==> config.mk <==
export PLATFORM = sky130hd
export DESIGN_NAME = rx_chnl_data_packer
export DESIGN_NICKNAME = d
export VERILOG_FILES = /design/src/rtl/rx_chnl_data_packer.sv
export SDC_FILE = /design/constraint.sdc
export NUM_CORES = 1
export LEC_CHECK = 0
export CELL_PAD_IN_SITES_DETAIL_PLACEMENT = 1
export CELL_PAD_IN_SITES_GLOBAL_PLACEMENT = 1
export CORE_UTILIZATION = 40
export DETAILED_ROUTE_END_ITERATION = 7
export PLACE_DENSITY_LB_ADDON = 0.05
export SYNTH_ARGS = -nofsm -noshare
export SYNTH_HDL_FRONTEND = slang
export SYNTH_SLANG_ARGS = --single-unit
==> constraint.sdc <==
create_clock -name i_clk -period 3.4 [get_ports i_clk]
set_clock_uncertainty 0.15 [all_clocks]
set_input_delay 0.68 -clock i_clk [delete_from_list [all_inputs] [get_ports i_clk]]
set_output_delay 0.68 -clock i_clk [all_outputs]
set_load 0.005 [all_outputs]
==> src/rtl/rx_chnl_data_packer.sv <==
`default_nettype none
// ============================================================================
// Module      : rx_chnl_data_packer
// Description : Packs sparse lower-justified engine words into dense FIFO words,
//               flushes a padded tail word and reports transfer status.
// Revision    : 1.0
// ============================================================================
module rx_chnl_data_packer #(
    parameter int C_PCI_DATA_WIDTH       = 128,
    parameter int C_PCI_DATA_WORD        = C_PCI_DATA_WIDTH / 32,
    parameter int C_PCI_DATA_COUNT_WIDTH = $clog2(C_PCI_DATA_WORD + 1),
    parameter int C_WORD_COUNT_WIDTH     = 32
) (
    input  logic                              i_clk,
    input  logic                              i_rst_n,
    input  logic [C_PCI_DATA_WIDTH-1:0]       i_data,
    input  logic [C_PCI_DATA_COUNT_WIDTH-1:0] i_data_en,
    input  logic                              i_done,
    input  logic                              i_err,
    output logic [C_PCI_DATA_WIDTH-1:0]       o_fifo_data,
    output logic                              o_fifo_wen,
    output logic [C_PCI_DATA_COUNT_WIDTH-1:0] o_fifo_count,
    input  logic                              i_fifo_full,
    output logic [C_WORD_COUNT_WIDTH-1:0]     o_words_recvd,
    output logic                              o_xfer_done,
    output logic                              o_xfer_err,
    output logic                              o_overflow,
    output logic                              o_proto_err
);

    localparam int DW = C_PCI_DATA_WIDTH;
    localparam int CW = C_PCI_DATA_COUNT_WIDTH;
    localparam int WC = C_WORD_COUNT_WIDTH;

    localparam logic [CW:0]   c_full_words = (CW+1)'(C_PCI_DATA_WORD);
    localparam logic [CW-1:0] c_full_cnt   = CW'(C_PCI_DATA_WORD);

    localparam logic [0:0] S_ACCUM = 1'b0;
    localparam logic [0:0] S_FLUSH = 1'b1;

    logic [0:0]    r_state;
    logic [DW-1:0] r_resid;
    logic [CW-1:0] r_rcnt;
    logic          r_err_lat;
    logic          r_fresh;
    logic [DW-1:0] r_fdata;
    logic [CW-1:0] r_fcount;
    logic          r_wen;
    logic [WC-1:0] r_words;
    logic          r_xdone;
    logic          r_xerr;
    logic          r_overflow;
    logic          r_proto;

    logic [DW-1:0]   w_data_m;
    logic [2*DW-1:0] w_comb;
    logic [CW:0]     w_total;
    logic            w_emit;
    logic [CW-1:0]   w_rnext;
    logic [DW-1:0]   w_resid_next;
    logic [WC:0]     w_words_sum;
    logic [WC-1:0]   w_words_sat;

    // Zero the words above DATA_EN so the residual never carries stale data.
    for (genvar gi = 0; gi < C_PCI_DATA_WORD; gi++) begin : g_mask
        assign w_data_m[gi*32 +: 32] = (CW'(gi) < i_data_en) ? i_data[gi*32 +: 32] : 32'd0;
    end

    assign w_comb       = ({{DW{1'b0}}, w_data_m} << {r_rcnt, 5'b00000}) | {{DW{1'b0}}, r_resid};
    assign w_total      = {1'b0, r_rcnt} + {1'b0, i_data_en};
    assign w_emit       = (w_total >= c_full_words);
    assign w_rnext      = CW'(w_emit ? (w_total - c_full_words) : w_total);
    assign w_resid_next = w_emit ? w_comb[2*DW-1:DW] : w_comb[DW-1:0];
    assign w_words_sum  = {1'b0, r_words} + (WC+1)'(i_data_en);
    assign w_words_sat  = w_words_sum[WC] ? {WC{1'b1}} : w_words_sum[WC-1:0];

    always_ff @(posedge i_clk or negedge i_rst_n) begin
        if (!i_rst_n) begin
            r_state    <= S_ACCUM;
            r_resid    <= '0;
            r_rcnt     <= '0;
            r_err_lat  <= 1'b0;
            r_fresh    <= 1'b0;
            r_fdata    <= '0;
            r_fcount   <= '0;
            r_wen      <= 1'b0;
            r_words    <= '0;
            r_xdone    <= 1'b0;
            r_xerr     <= 1'b0;
            r_overflow <= 1'b0;
            r_proto    <= 1'b0;
        end else begin
            r_wen   <= 1'b0;
            r_xdone <= 1'b0;
            r_xerr  <= 1'b0;
            if (r_state == S_ACCUM) begin
                r_resid <= w_resid_next;
                r_rcnt  <= w_rnext;
                if (w_emit) begin
                    if (i_fifo_full) begin
                        r_overflow <= 1'b1;
                    end else begin
                        r_wen    <= 1'b1;
                        r_fdata  <= w_comb[DW-1:0];
                        r_fcount <= c_full_cnt;
                    end
                end
                if (i_data_en != '0) begin
                    r_words <= r_fresh ? WC'(i_data_en) : w_words_sat;
                    r_fresh <= 1'b0;
                end
                // A leftover partial word defers completion to the flush cycle.
                if (i_done) begin
                    if (w_rnext != '0) begin
                        r_state   <= S_FLUSH;
                        r_err_lat <= i_err;
                    end else begin
                        r_xdone <= 1'b1;
                        r_xerr  <= i_err;
                        r_fresh <= 1'b1;
                    end
                end
            end else begin
                if (i_fifo_full) begin
                    r_overflow <= 1'b1;
                end else begin
                    r_wen    <= 1'b1;
                    r_fdata  <= r_resid;
                    r_fcount <= r_rcnt;
                end
                if (i_data_en != '0) begin
                    r_proto <= 1'b1;
                end
                r_xdone <= 1'b1;
                r_xerr  <= r_err_lat;
                r_fresh <= 1'b1;
                r_resid <= '0;
                r_rcnt  <= '0;
                r_state <= S_ACCUM;
            end
        end
    end

    assign o_fifo_data   = r_fdata;
    assign o_fifo_wen    = r_wen;
    assign o_fifo_count  = r_fcount;
    assign o_words_recvd = r_words;
    assign o_xfer_done   = r_xdone;
    assign o_xfer_err    = r_xerr;
    assign o_overflow    = r_overflow;
    assign o_proto_err   = r_proto;

endmodule
`default_nettype wire

==> out/qor.txt <==
Worst Max-Slew Pin Slew: 1.38 ns
Final Hold Violating Endpoints: 0
Highest clock rate: 312 MHz
Post-cts hold buffer count: 0
Async set or reset register ratio after synthesis: 1.00
HP Class: primary input to async pin
Die Footprint: 41600 um^2
Synth Instances: 1749
H-tree Lvls: 2
Cell variety after synth: 70
Synth top area share: 0.463
CTS Buf Count: 37
Syn_nets: 1893
Worst skew pair latency: 0.57 ns
Vias: 16500
First-pass GRT wire length: 106 mm
Peak VDD IR: 0.000420 V
Seq cells post-synth: 302
Syn-to-layout area delta: 33.2%
Max FO, Critical Path: 25
CTS root buffer: clkbuf_16
Die Span X: 204 um
Residual DRC: 0
Vias per Instance: 6.39
Final net count: 2167
Synth warn: 0
1st-pass router iterations: 5
Top cells by area, synth: dfrtp_1 46%, a21oi_1 5.0%, a22oi_1 4.3%
Required time worst endpoint: 3.71 ns
Largest net degree at the start of global routing: 88
Clock Tree Buf Depth: 3
Mapped cell area: 16300 um^2
Worst R2R Setup Slack: 0.37 ns
Sequential share of the synthesized area: 0.463
Core area: 40000 um^2
Tcrit/Tclk final: 0.943
Leak: 8.95 nW
Initial antenna violation count: 7
Layout cell share with drive strength beyond 1: 0.101
Initial Utilization: 0.408
Metal2 WL: 31.4 mm
Reg2reg end: o_fifo_data[0]
Yosys top cell by area: dfrtp_1
Core Util, Final: 0.543
Post-synth top flop: dfrtp_1
Post-synth EDFFs: 0
Reg2Reg Launch Point: r_rcnt[0]
RSZ-0062 raised after global routing: no
Total wire length: 69.4 mm
Setup violators final: 0
Met1 Wirelength: 30.5 mm
Max cap viols: 0
Count of input and output buffers: 303
Final Slew Violations: 0
Avg Cell Area, Syn: 9.33 um^2
Power density of the placed cells: 954 nW/um^2
Endpoint class of the critical path: register
Filler cells: 4452
# rows: 73
Relative slew slack: 0.0759
Number of global-route vias before repair: 16700
Grt ovf: 0
Post-CTS setup repair buffer count: 0
Top sig layer: met5
Post-CTS sizing: 0
1st-iter DRT viols: 1368
Routed Antenna Nets: 0
R2R depth: 4
Startpoint Class: primary input
CTS Sinks: 302
Arrival @ worst endpoint: 3.51 ns
Met3 wire len: 5.67 mm
Pre-CTS WS: -0.260 ns
Ports: 304
Final min period: 3.20 ns
Clock Pin Slew Worst Setup and Hold Paths: 0.06 ns
Overall power: 0.0207 W
Setup slack after layout: 0.195 ns
Die height: 204 um
Outcome: complete, no violations
GRT Util Overall: 0.333
Routability cong.: 0.961
Dpl hpwl: 47.9 mm
Kind of critical path: primary input to register
Post-DR wirelength/cell: 26.9 um
CTS tree: yes
## cell type report
| cell class | instances | area [um^2] | share of cell area |
|---|---|---|---|
| Antenna cell | 6 | 15.0 | 0.000691 |
| Clock buffer | 50 | 1050 | 0.0481 |
| Clock inverter | 16 | 236 | 0.0109 |
| Inverter | 51 | 191 | 0.00881 |
| Multi-Input combinational cell | 1219 | 7870 | 0.362 |
| Sequential cell | 302 | 7570 | 0.348 |
| Tap cell | 525 | 657 | 0.0302 |
| Timing Repair Buffer | 412 | 4150 | 0.191 |
## cell usage in the layout, fill, tap and decap left out, types with 6 or more instances in the layout
cell / instances
o22ai_1: 55
o31a_1: 22
clkinv_2: 7
buf_12: 24
inv_1: 48
diode_2: 6
nor3b_1: 11
nor2_1: 121
a21o_1: 9
nand2b_1: 47
clkbuf_1: 7
o21ai_1: 8
dfrtp_1: 299
o21a_1: 25
buf_4: 85
a211oi_1: 47
o221ai_1: 8
a2bb2oi_1: 23
a22oi_1: 93
o22a_1: 34
mux2i_1: 32
nand3_1: 16
o21ai_0: 98
o311a_1: 21
o211ai_1: 47
nor3_1: 44
clkdlybuf4s50_1: 300
ha_1: 6
a21oi_1: 162
a22o_1: 15
nand2_1: 97
nand4_1: 16
a32oi_1: 32
clkbuf_16: 38
a221oi_1: 31
a31oi_1: 19
## how the worst max path moves through the flow
stage	start	cells after the start	end	slack, ns
6_report	i_data_en[1]	6	o_fifo_data[0]	0.20
5_1_grt	i_data_en[1]	6	o_fifo_data[0]	0.14
4_1_cts	i_data_en[1]	6	o_fifo_data[0]	0.21
3_5_place_dp	i_data_en[1]	6	r_resid[27]	-0.26
3_3_place_gp	i_data_en[1]	6	r_resid[27]	-0.24
2_1_floorplan	r_rcnt[1]	12	r_resid[27]	0.47
## registers in the layout (all words and copies together), names as in the netlist
name           flops
r_err_lat          1
o_words_recvd     32
o_fifo_wen         1
r_resid          128
o_proto_err        1
o_xfer_done        1
r_rcnt             3
o_overflow         1
r_fresh            1
o_fifo_data      128
r_state            1
o_fifo_count       3
o_xfer_err         1
## metal layers
metal,global-route usage,vias up
met4,0.114,2
met1,0.472,8406
met5,0,-
met3,0.0652,111
li1,-,7207
met2,0.508,768
## worst max-delay path: stages
cell and delay (ns):
clkdlybuf4s50_1 0.54, nor3_4 0.07, or3_1 0.37, nor3_4 1.05, a21oi_1 0.44, o21ai_0 0.34
## Yosys cell counts (43+ instances only)
master / n
o21ai_0: 98
a21oi_1: 163
a211oi_1: 47
o22ai_1: 55
buf_2: 43
nand2_1: 98
dfrtp_1: 302
a22oi_1: 93
nand2b_1: 48
o211ai_1: 47
clkbuf_1: 117
nor3_1: 46
inv_1: 50
nor2_1: 124
## report_power, final
group	switching [W]	internal, W	leakage [nW]	total, W
logic	0.00607	0.00446	4.47	0.0105
registers	0.000886	0.00509	3.85	0.00598
clock network	0.00168	0.00255	0.628	0.00424
## cell families (layout without fill, tap and decap cells)
logic type,Yosys count,count (layout),share of synthesized area
buffers and inverters,228,529,0.0580
xor gates and xnor gates,1,1,0.000537
DFF,302,302,0.463
and+or+nand+nor,402,402,0.122
adders and majority gates,8,8,0.00705
AOI/OAI and AO/OA,774,774,0.328
muxes,34,34,0.0210
other,0,6,0
## stage by stage
stage                     instance area, um^2  std cells  hold slack (ns)  TNS (ns)
after global placement                  20400       2509            0.313    -19.00
after CTS                               21700       2575           0.0200         0
after floorplan                         16300       1749            0.234         0
after detailed placement                20400       2509            0.320    -26.22
after global routing                    21700       2580           0.0504         0
final                                   21700       2581          0.00319         0
No activity file was read; power rests on OpenSTA's default activity.
